### config.mk
export PLATFORM = sky130hd
export DESIGN_NAME = pipeline_result_combiner
export DESIGN_NICKNAME = d
export VERILOG_FILES = /design/src/rtl/pipeline_result_combiner.sv
export SDC_FILE = /design/constraint.sdc
export NUM_CORES = 2
export LEC_CHECK = 0
export ABC_AREA = 1
export CELL_PAD_IN_SITES_DETAIL_PLACEMENT = 0
export CELL_PAD_IN_SITES_GLOBAL_PLACEMENT = 1
export CORE_MARGIN = 1.5
export CORE_UTILIZATION = 48
export DETAILED_ROUTE_END_ITERATION = 8
export PLACE_DENSITY = 0.85
export SYNTH_ARGS = -nofsm -noshare
export SYNTH_HDL_FRONTEND = slang
export SYNTH_SLANG_ARGS = --single-unit
### constraint.sdc
create_clock -name clk -period 5 [get_ports clk]
set_input_delay 1 -clock clk [delete_from_list [all_inputs] [get_ports clk]]
set_output_delay 1 -clock clk [all_outputs]
set_load 0.01 [all_outputs]
### src/rtl/pipeline_result_combiner.sv
// rtl/pipeline_result_combiner.sv - per-channel result capture, registered adder-tree reduction, output FIFO
// Credits cover tree stages plus FIFO entries, so the tree never has to stall.
module pipeline_result_combiner #(
   parameter int NUM_CHANNELS       = 4,
   parameter int SUM_WIDTH          = 48,
   parameter int COUNT_WIDTH        = 13,
   parameter int FIFO_DEPTH_LOG2    = 4,
   parameter int ALMOST_FULL_MARGIN = 4,
   localparam int L                 = $clog2(NUM_CHANNELS)
) (
   input  logic                                clk,
   input  logic                                rst_n,
   input  logic [NUM_CHANNELS-1:0]             chanValid,
   input  logic [NUM_CHANNELS*SUM_WIDTH-1:0]   chanSum,
   input  logic [NUM_CHANNELS*COUNT_WIDTH-1:0] chanCount,
   output logic [NUM_CHANNELS-1:0]             chanGrab,
   output logic                                outValid,
   output logic [SUM_WIDTH+L-1:0]              outSum,
   output logic [COUNT_WIDTH+L-1:0]            outCount,
   input  logic                                outGrab,
   output logic                                slowDown,
   output logic [31:0]                         batchCount
);

   localparam int TSW   = SUM_WIDTH + L;
   localparam int TCW   = COUNT_WIDTH + L;
   localparam int DEPTH = 1 << FIFO_DEPTH_LOG2;
   localparam int HALF  = NUM_CHANNELS / 2;
   localparam int OW    = FIFO_DEPTH_LOG2 + 1;

   logic [NUM_CHANNELS-1:0]    full;
   logic [SUM_WIDTH-1:0]       slot_sum [NUM_CHANNELS];
   logic [COUNT_WIDTH-1:0]     slot_cnt [NUM_CHANNELS];
   logic [L-1:0]               tree_valid;
   logic [TSW-1:0]             tree_sum [L][HALF];
   logic [TCW-1:0]             tree_cnt [L][HALF];
   logic [TSW-1:0]             fifo_sum [DEPTH];
   logic [TCW-1:0]             fifo_cnt [DEPTH];
   logic [FIFO_DEPTH_LOG2-1:0] wr_ptr;
   logic [FIFO_DEPTH_LOG2-1:0] rd_ptr;
   logic [OW-1:0]              fifo_level;
   logic [OW-1:0]              occupancy;
   logic [OW-1:0]              occupancy_next;
   logic                       launch;
   logic                       pop;
   logic                       fifo_write;
   logic                       almost_full;

   assign launch         = (&full) && (occupancy < OW'(DEPTH));
   assign chanGrab       = ~full | {NUM_CHANNELS{launch}};
   assign outValid       = (fifo_level != '0);
   assign pop            = outValid & outGrab;
   assign fifo_write     = tree_valid[L-1];
   assign occupancy_next = occupancy + OW'(launch) - OW'(pop);
   assign almost_full    = (DEPTH - int'(occupancy_next)) <= ALMOST_FULL_MARGIN;
   assign outSum         = outValid ? fifo_sum[rd_ptr] : '0;
   assign outCount       = outValid ? fifo_cnt[rd_ptr] : '0;

   // A slot refilled on its launch edge stays full with the new value.
   always_ff @(posedge clk or negedge rst_n) begin
      if (!rst_n) begin
         full <= '0;
      end else begin
         for (int i = 0; i < NUM_CHANNELS; i++) begin
            if (chanValid[i] && chanGrab[i]) begin
               full[i] <= 1'b1;
            end else if (launch) begin
               full[i] <= 1'b0;
            end
         end
      end
   end

   always_ff @(posedge clk) begin
      for (int i = 0; i < NUM_CHANNELS; i++) begin
         if (chanValid[i] && chanGrab[i]) begin
            slot_sum[i] <= chanSum[i*SUM_WIDTH +: SUM_WIDTH];
            slot_cnt[i] <= chanCount[i*COUNT_WIDTH +: COUNT_WIDTH];
         end
      end
   end

   // Operands are zero-extended to the final width, so no stage can overflow.
   always_ff @(posedge clk) begin
      for (int j = 0; j < HALF; j++) begin
         tree_sum[0][j] <= TSW'(slot_sum[2*j]) + TSW'(slot_sum[2*j+1]);
         tree_cnt[0][j] <= TCW'(slot_cnt[2*j]) + TCW'(slot_cnt[2*j+1]);
      end
      for (int k = 1; k < L; k++) begin
         for (int j = 0; j < (HALF >> k); j++) begin
            tree_sum[k][j] <= tree_sum[k-1][2*j] + tree_sum[k-1][2*j+1];
            tree_cnt[k][j] <= tree_cnt[k-1][2*j] + tree_cnt[k-1][2*j+1];
         end
      end
   end

   always_ff @(posedge clk) begin
      if (fifo_write) begin
         fifo_sum[wr_ptr] <= tree_sum[L-1][0];
         fifo_cnt[wr_ptr] <= tree_cnt[L-1][0];
      end
   end

   always_ff @(posedge clk or negedge rst_n) begin
      if (!rst_n) begin
         tree_valid <= '0;
         wr_ptr     <= '0;
         rd_ptr     <= '0;
         fifo_level <= '0;
         occupancy  <= '0;
         slowDown   <= 1'b0;
         batchCount <= '0;
      end else begin
         tree_valid[0] <= launch;
         for (int k = 1; k < L; k++) begin
            tree_valid[k] <= tree_valid[k-1];
         end
         if (fifo_write) begin
            wr_ptr <= wr_ptr + 1'b1;
         end
         if (pop) begin
            rd_ptr <= rd_ptr + 1'b1;
         end
         fifo_level <= fifo_level + OW'(fifo_write) - OW'(pop);
         occupancy  <= occupancy_next;
         slowDown   <= almost_full;
         if (launch) begin
            batchCount <= batchCount + 32'd1;
         end
      end
   end

endmodule

==> run metrics <==
outcome=complete, no violations; hold buffer count at cts=0; number of buffers added for setup after CTS=0; Setup Crit Path Kind=reg -> out; vias post-DR=48962; number of enable flip-flop cells after synthesis=1284; routed wire length=184000 um; count of input and output buffers=353; filler-free cell count of the finished design=9153; capturing element type of the critical path=output pin; worst r2r path cells=12; number of vias per cell=5.35; fraction of layout cells with a size suffix above 1=0.0462; vias in the first global route=47215; setup total negative slack=0 ns; H-tree Lvls=4; proportion of synthesized flip-flops having asynchronous set or reset=0.0372; slack of the worst reg-to-reg path=1.70 ns; reg2reg start=fifo_level[2]; DR DRC count=0; post-synth design cell area=69200 um2; area of the core=143000 um2; area occupied by multi-input gates=21400 um2; buffers from clock root to sink, at most=3; most crowded layer after global routing=met2; final global-route overflow total=0; largest net degree at the start of global routing=202; Num Clock Sinks=1532; cell repeated most along the worst path=sky130_fd_sc_hd__o211ai_1; worst slew pin tran=1.21 ns; count of routing violations after the opening detailed-route iteration=4711; highest clock frequency the design can meet=207 MHz; worst path arrival time=3.84 ns; Hold WC Path Type=in -> async; Slowest Stage Delay on Critical Path=0.65 ns; Die X=383 um; post-cts gate resize count=0; met1 usage=0.325; net total in the final layout=7580; routability cong.=0.934; post-synthesis cell count=6765; type of element launching the critical path=flop; fin crit share=0.968; Slowest-stage cell, CP=sky130_fd_sc_hd__clkdlybuf4s50_1; First-pass DRT Iterations=6; total die area=146000 um2; total setup violations reported at the end of the flow=0; required time worst endpoint=4.00 ns; worst voltage drop across the vdd grid=0.895 mV; P per Cell Area=670 nW/um2; post-DR wirelength/cell=20.1 um; effective utilization at floorplan=0.483; Post-Syn Area per Cell=10.2 um2; total chip power=53.6 mW; Netlist cell types=43; Max-slew headroom=0.191; number of standard-cell rows in the floorplan=139; number of nets still failing antenna checks after routing=0; number of CTS-inserted buffers=152; final count of pins violating max slew=0; total global routing track utilization=0.250; Hold WS=0.355 ns; Reg2Reg Capture Point=slowDown; number of hold violations in the final report=0; number of antenna violations at the first check in global routing=5; Crit path buffers/inverters=3; die outline height=383 um; synthesized net count=7226; chain of cells forming the critical path=clkinv_8 > buf_12 > nor2_1 > o211ai_1 > o211ai_1 > a21oi_1 > clkdlybuf4s50_1; worst clock skew=0.0274 ns; met3 demand-to-capacity share in global routing=0.0376; Area Growth Syn to Fin=15.5%; reported max-cap violation count=0; CTS tree=built; Critical Path Fanout Max=163; crit path time final=4.84 ns; Cell Count Post-Placement=8868; post-CTS clock slew at the launch and capture registers of the worst setup and hold paths=0.06 ns; Top FF cell, synth=sky130_fd_sc_hd__edfxtp_1; number of storage elements in the synthesis netlist=1532; hpwl dp=121000 um; first-pass GRT wire length=278000 um; share of the core filled with cells=0.558; reported leakage power=31.3 nW; FF+latch area=43800 um2; worst-skew pair later-pin latency=0.81 ns; filler cell count in the final layout=12264; sequential element share of the synthesized area=0.633; I/O pin total=354; met2 usage in global routing=0.424; clock root buffer=sky130_fd_sc_hd__clkbuf_16; RSZ-0062 raised after global routing=false; Yosys warning total=0; category of cells accounting for the largest share of critical-path delay=buffers and inverters
-- worst max path at each step --
stage / from / endpoint / slack (ns) / depth (start not counted)
after global routing: rd_ptr[0] / outSum[18] / 0.06 / 7
after CTS: rd_ptr[0] / outSum[18] / 0.21 / 7
final: rd_ptr[0] / outSum[18] / 0.16 / 7
after global placement: rd_ptr[0] / outSum[6] / 1.11 / 7
after detailed placement: rd_ptr[0] / outSum[18] / 1.09 / 7
after floorplan: occupancy[4] / slot_cnt[0][0] / 0.93 / 6
-- per-layer routing --
metal	share of wire	vias up
li1	-	23571
met1	0.41	23365
met2	0.49	1724
met3	0.067	300
met4	0.033	2
met5	0.000087	-
-- registers in the layout, indices dropped and copies added (netlist names) --
name        count
fifo_level      5
fifo_sum      800
tree_valid      2
slot_sum      192
wr_ptr          4
tree_cnt       43
slowDown        1
batchCount     32
tree_sum      148
fifo_cnt      240
slot_cnt       52
rd_ptr          4
occupancy       5
full            4
-- report_power, final --
part	internal (mW)	switching [mW]
clock	6.41	4.95
combinational	7.35	15.5
sequential	17.5	1.95
-- layout by cell type, fill, tap and decap left out, types with 20 or more instances in the layout --
cell type | synthesis | final
sky130_fd_sc_hd__edfxtp_1 | 1284 | 1284
sky130_fd_sc_hd__buf_4 | 23 | 52
sky130_fd_sc_hd__nand3_1 | 214 | 214
sky130_fd_sc_hd__clkbuf_16 | 0 | 154
sky130_fd_sc_hd__inv_1 | 785 | 782
sky130_fd_sc_hd__nor2_4 | 3 | 22
sky130_fd_sc_hd__nor2_1 | 1023 | 1004
sky130_fd_sc_hd__ha_1 | 202 | 202
sky130_fd_sc_hd__dfxtp_1 | 191 | 191
sky130_fd_sc_hd__xor2_1 | 111 | 111
sky130_fd_sc_hd__o221ai_1 | 51 | 51
sky130_fd_sc_hd__o21ai_0 | 549 | 549
sky130_fd_sc_hd__buf_12 | 0 | 21
sky130_fd_sc_hd__nand4_1 | 37 | 37
sky130_fd_sc_hd__nor3_1 | 26 | 26
sky130_fd_sc_hd__o211ai_1 | 211 | 211
sky130_fd_sc_hd__clkdlybuf4s50_1 | 0 | 352
sky130_fd_sc_hd__a21oi_1 | 195 | 195
sky130_fd_sc_hd__clkbuf_1 | 126 | 52
sky130_fd_sc_hd__o22ai_1 | 63 | 63
sky130_fd_sc_hd__dfrtp_1 | 57 | 53
sky130_fd_sc_hd__clkinv_2 | 0 | 20
sky130_fd_sc_hd__nand2_1 | 1408 | 1408
sky130_fd_sc_hd__xnor2_1 | 35 | 35
-- cells by family (layout without fill, tap and decap cells) --
group,after synthesis,count (layout),share of synthesized area
buffers and inverters,1014,1498,0.0597
DFF,1532,1532,0.633
AOI/OAI and AO/OA,1117,1117,0.0935
adders and majority gates,210,210,0.0388
and+or+nand+nor,2746,2746,0.156
xor gates and xnor gates,146,146,0.0185
other,0,1,0
-- area by class of cell --
| class | instances | share of cell area |
|---|---|---|
| diodes | 1 | 0.0000313 |
| clock buffers | 224 | 0.0536 |
| clock inverters | 60 | 0.00912 |
| inverters | 788 | 0.0372 |
| multi-input cells | 4219 | 0.268 |
| flip-flops and latches | 1532 | 0.548 |
| well taps | 1903 | 0.0298 |
| repair buffers | 426 | 0.0543 |
-- cell usage after synthesis, types with 26 or more instances --
| master | count | area [um2] |
|---|---|---|
| sky130_fd_sc_hd__nor3_1 | 26 | 130 |
| sky130_fd_sc_hd__nand3_1 | 214 | 1070 |
| sky130_fd_sc_hd__buf_2 | 40 | 200 |
| sky130_fd_sc_hd__xnor2_1 | 35 | 307 |
| sky130_fd_sc_hd__xor2_1 | 111 | 972 |
| sky130_fd_sc_hd__o21ai_0 | 549 | 2750 |
| sky130_fd_sc_hd__clkbuf_1 | 126 | 473 |
| sky130_fd_sc_hd__ha_1 | 202 | 2530 |
| sky130_fd_sc_hd__nor2_1 | 1023 | 3840 |
| sky130_fd_sc_hd__dfxtp_1 | 191 | 3820 |
| sky130_fd_sc_hd__inv_1 | 785 | 2950 |
| sky130_fd_sc_hd__a21oi_1 | 195 | 976 |
| sky130_fd_sc_hd__nand4_1 | 37 | 231 |
| sky130_fd_sc_hd__nand2_1 | 1408 | 5290 |
| sky130_fd_sc_hd__edfxtp_1 | 1284 | 38600 |
| sky130_fd_sc_hd__dfrtp_1 | 57 | 1430 |
| sky130_fd_sc_hd__o211ai_1 | 211 | 1580 |
| sky130_fd_sc_hd__o22ai_1 | 63 | 394 |
| sky130_fd_sc_hd__o221ai_1 | 51 | 447 |
-- per-stage QoR --
step / area (um2) / setup slack, ns
2_1_floorplan: 69200 / 0.925
3_3_place_gp: 74900 / 1.11
3_5_place_dp: 74900 / 1.09
4_1_cts: 80000 / 0.206
5_1_grt: 80000 / 0.0573
6_report: 80000 / 0.160
No activity file was read; power rests on OpenSTA's default activity.
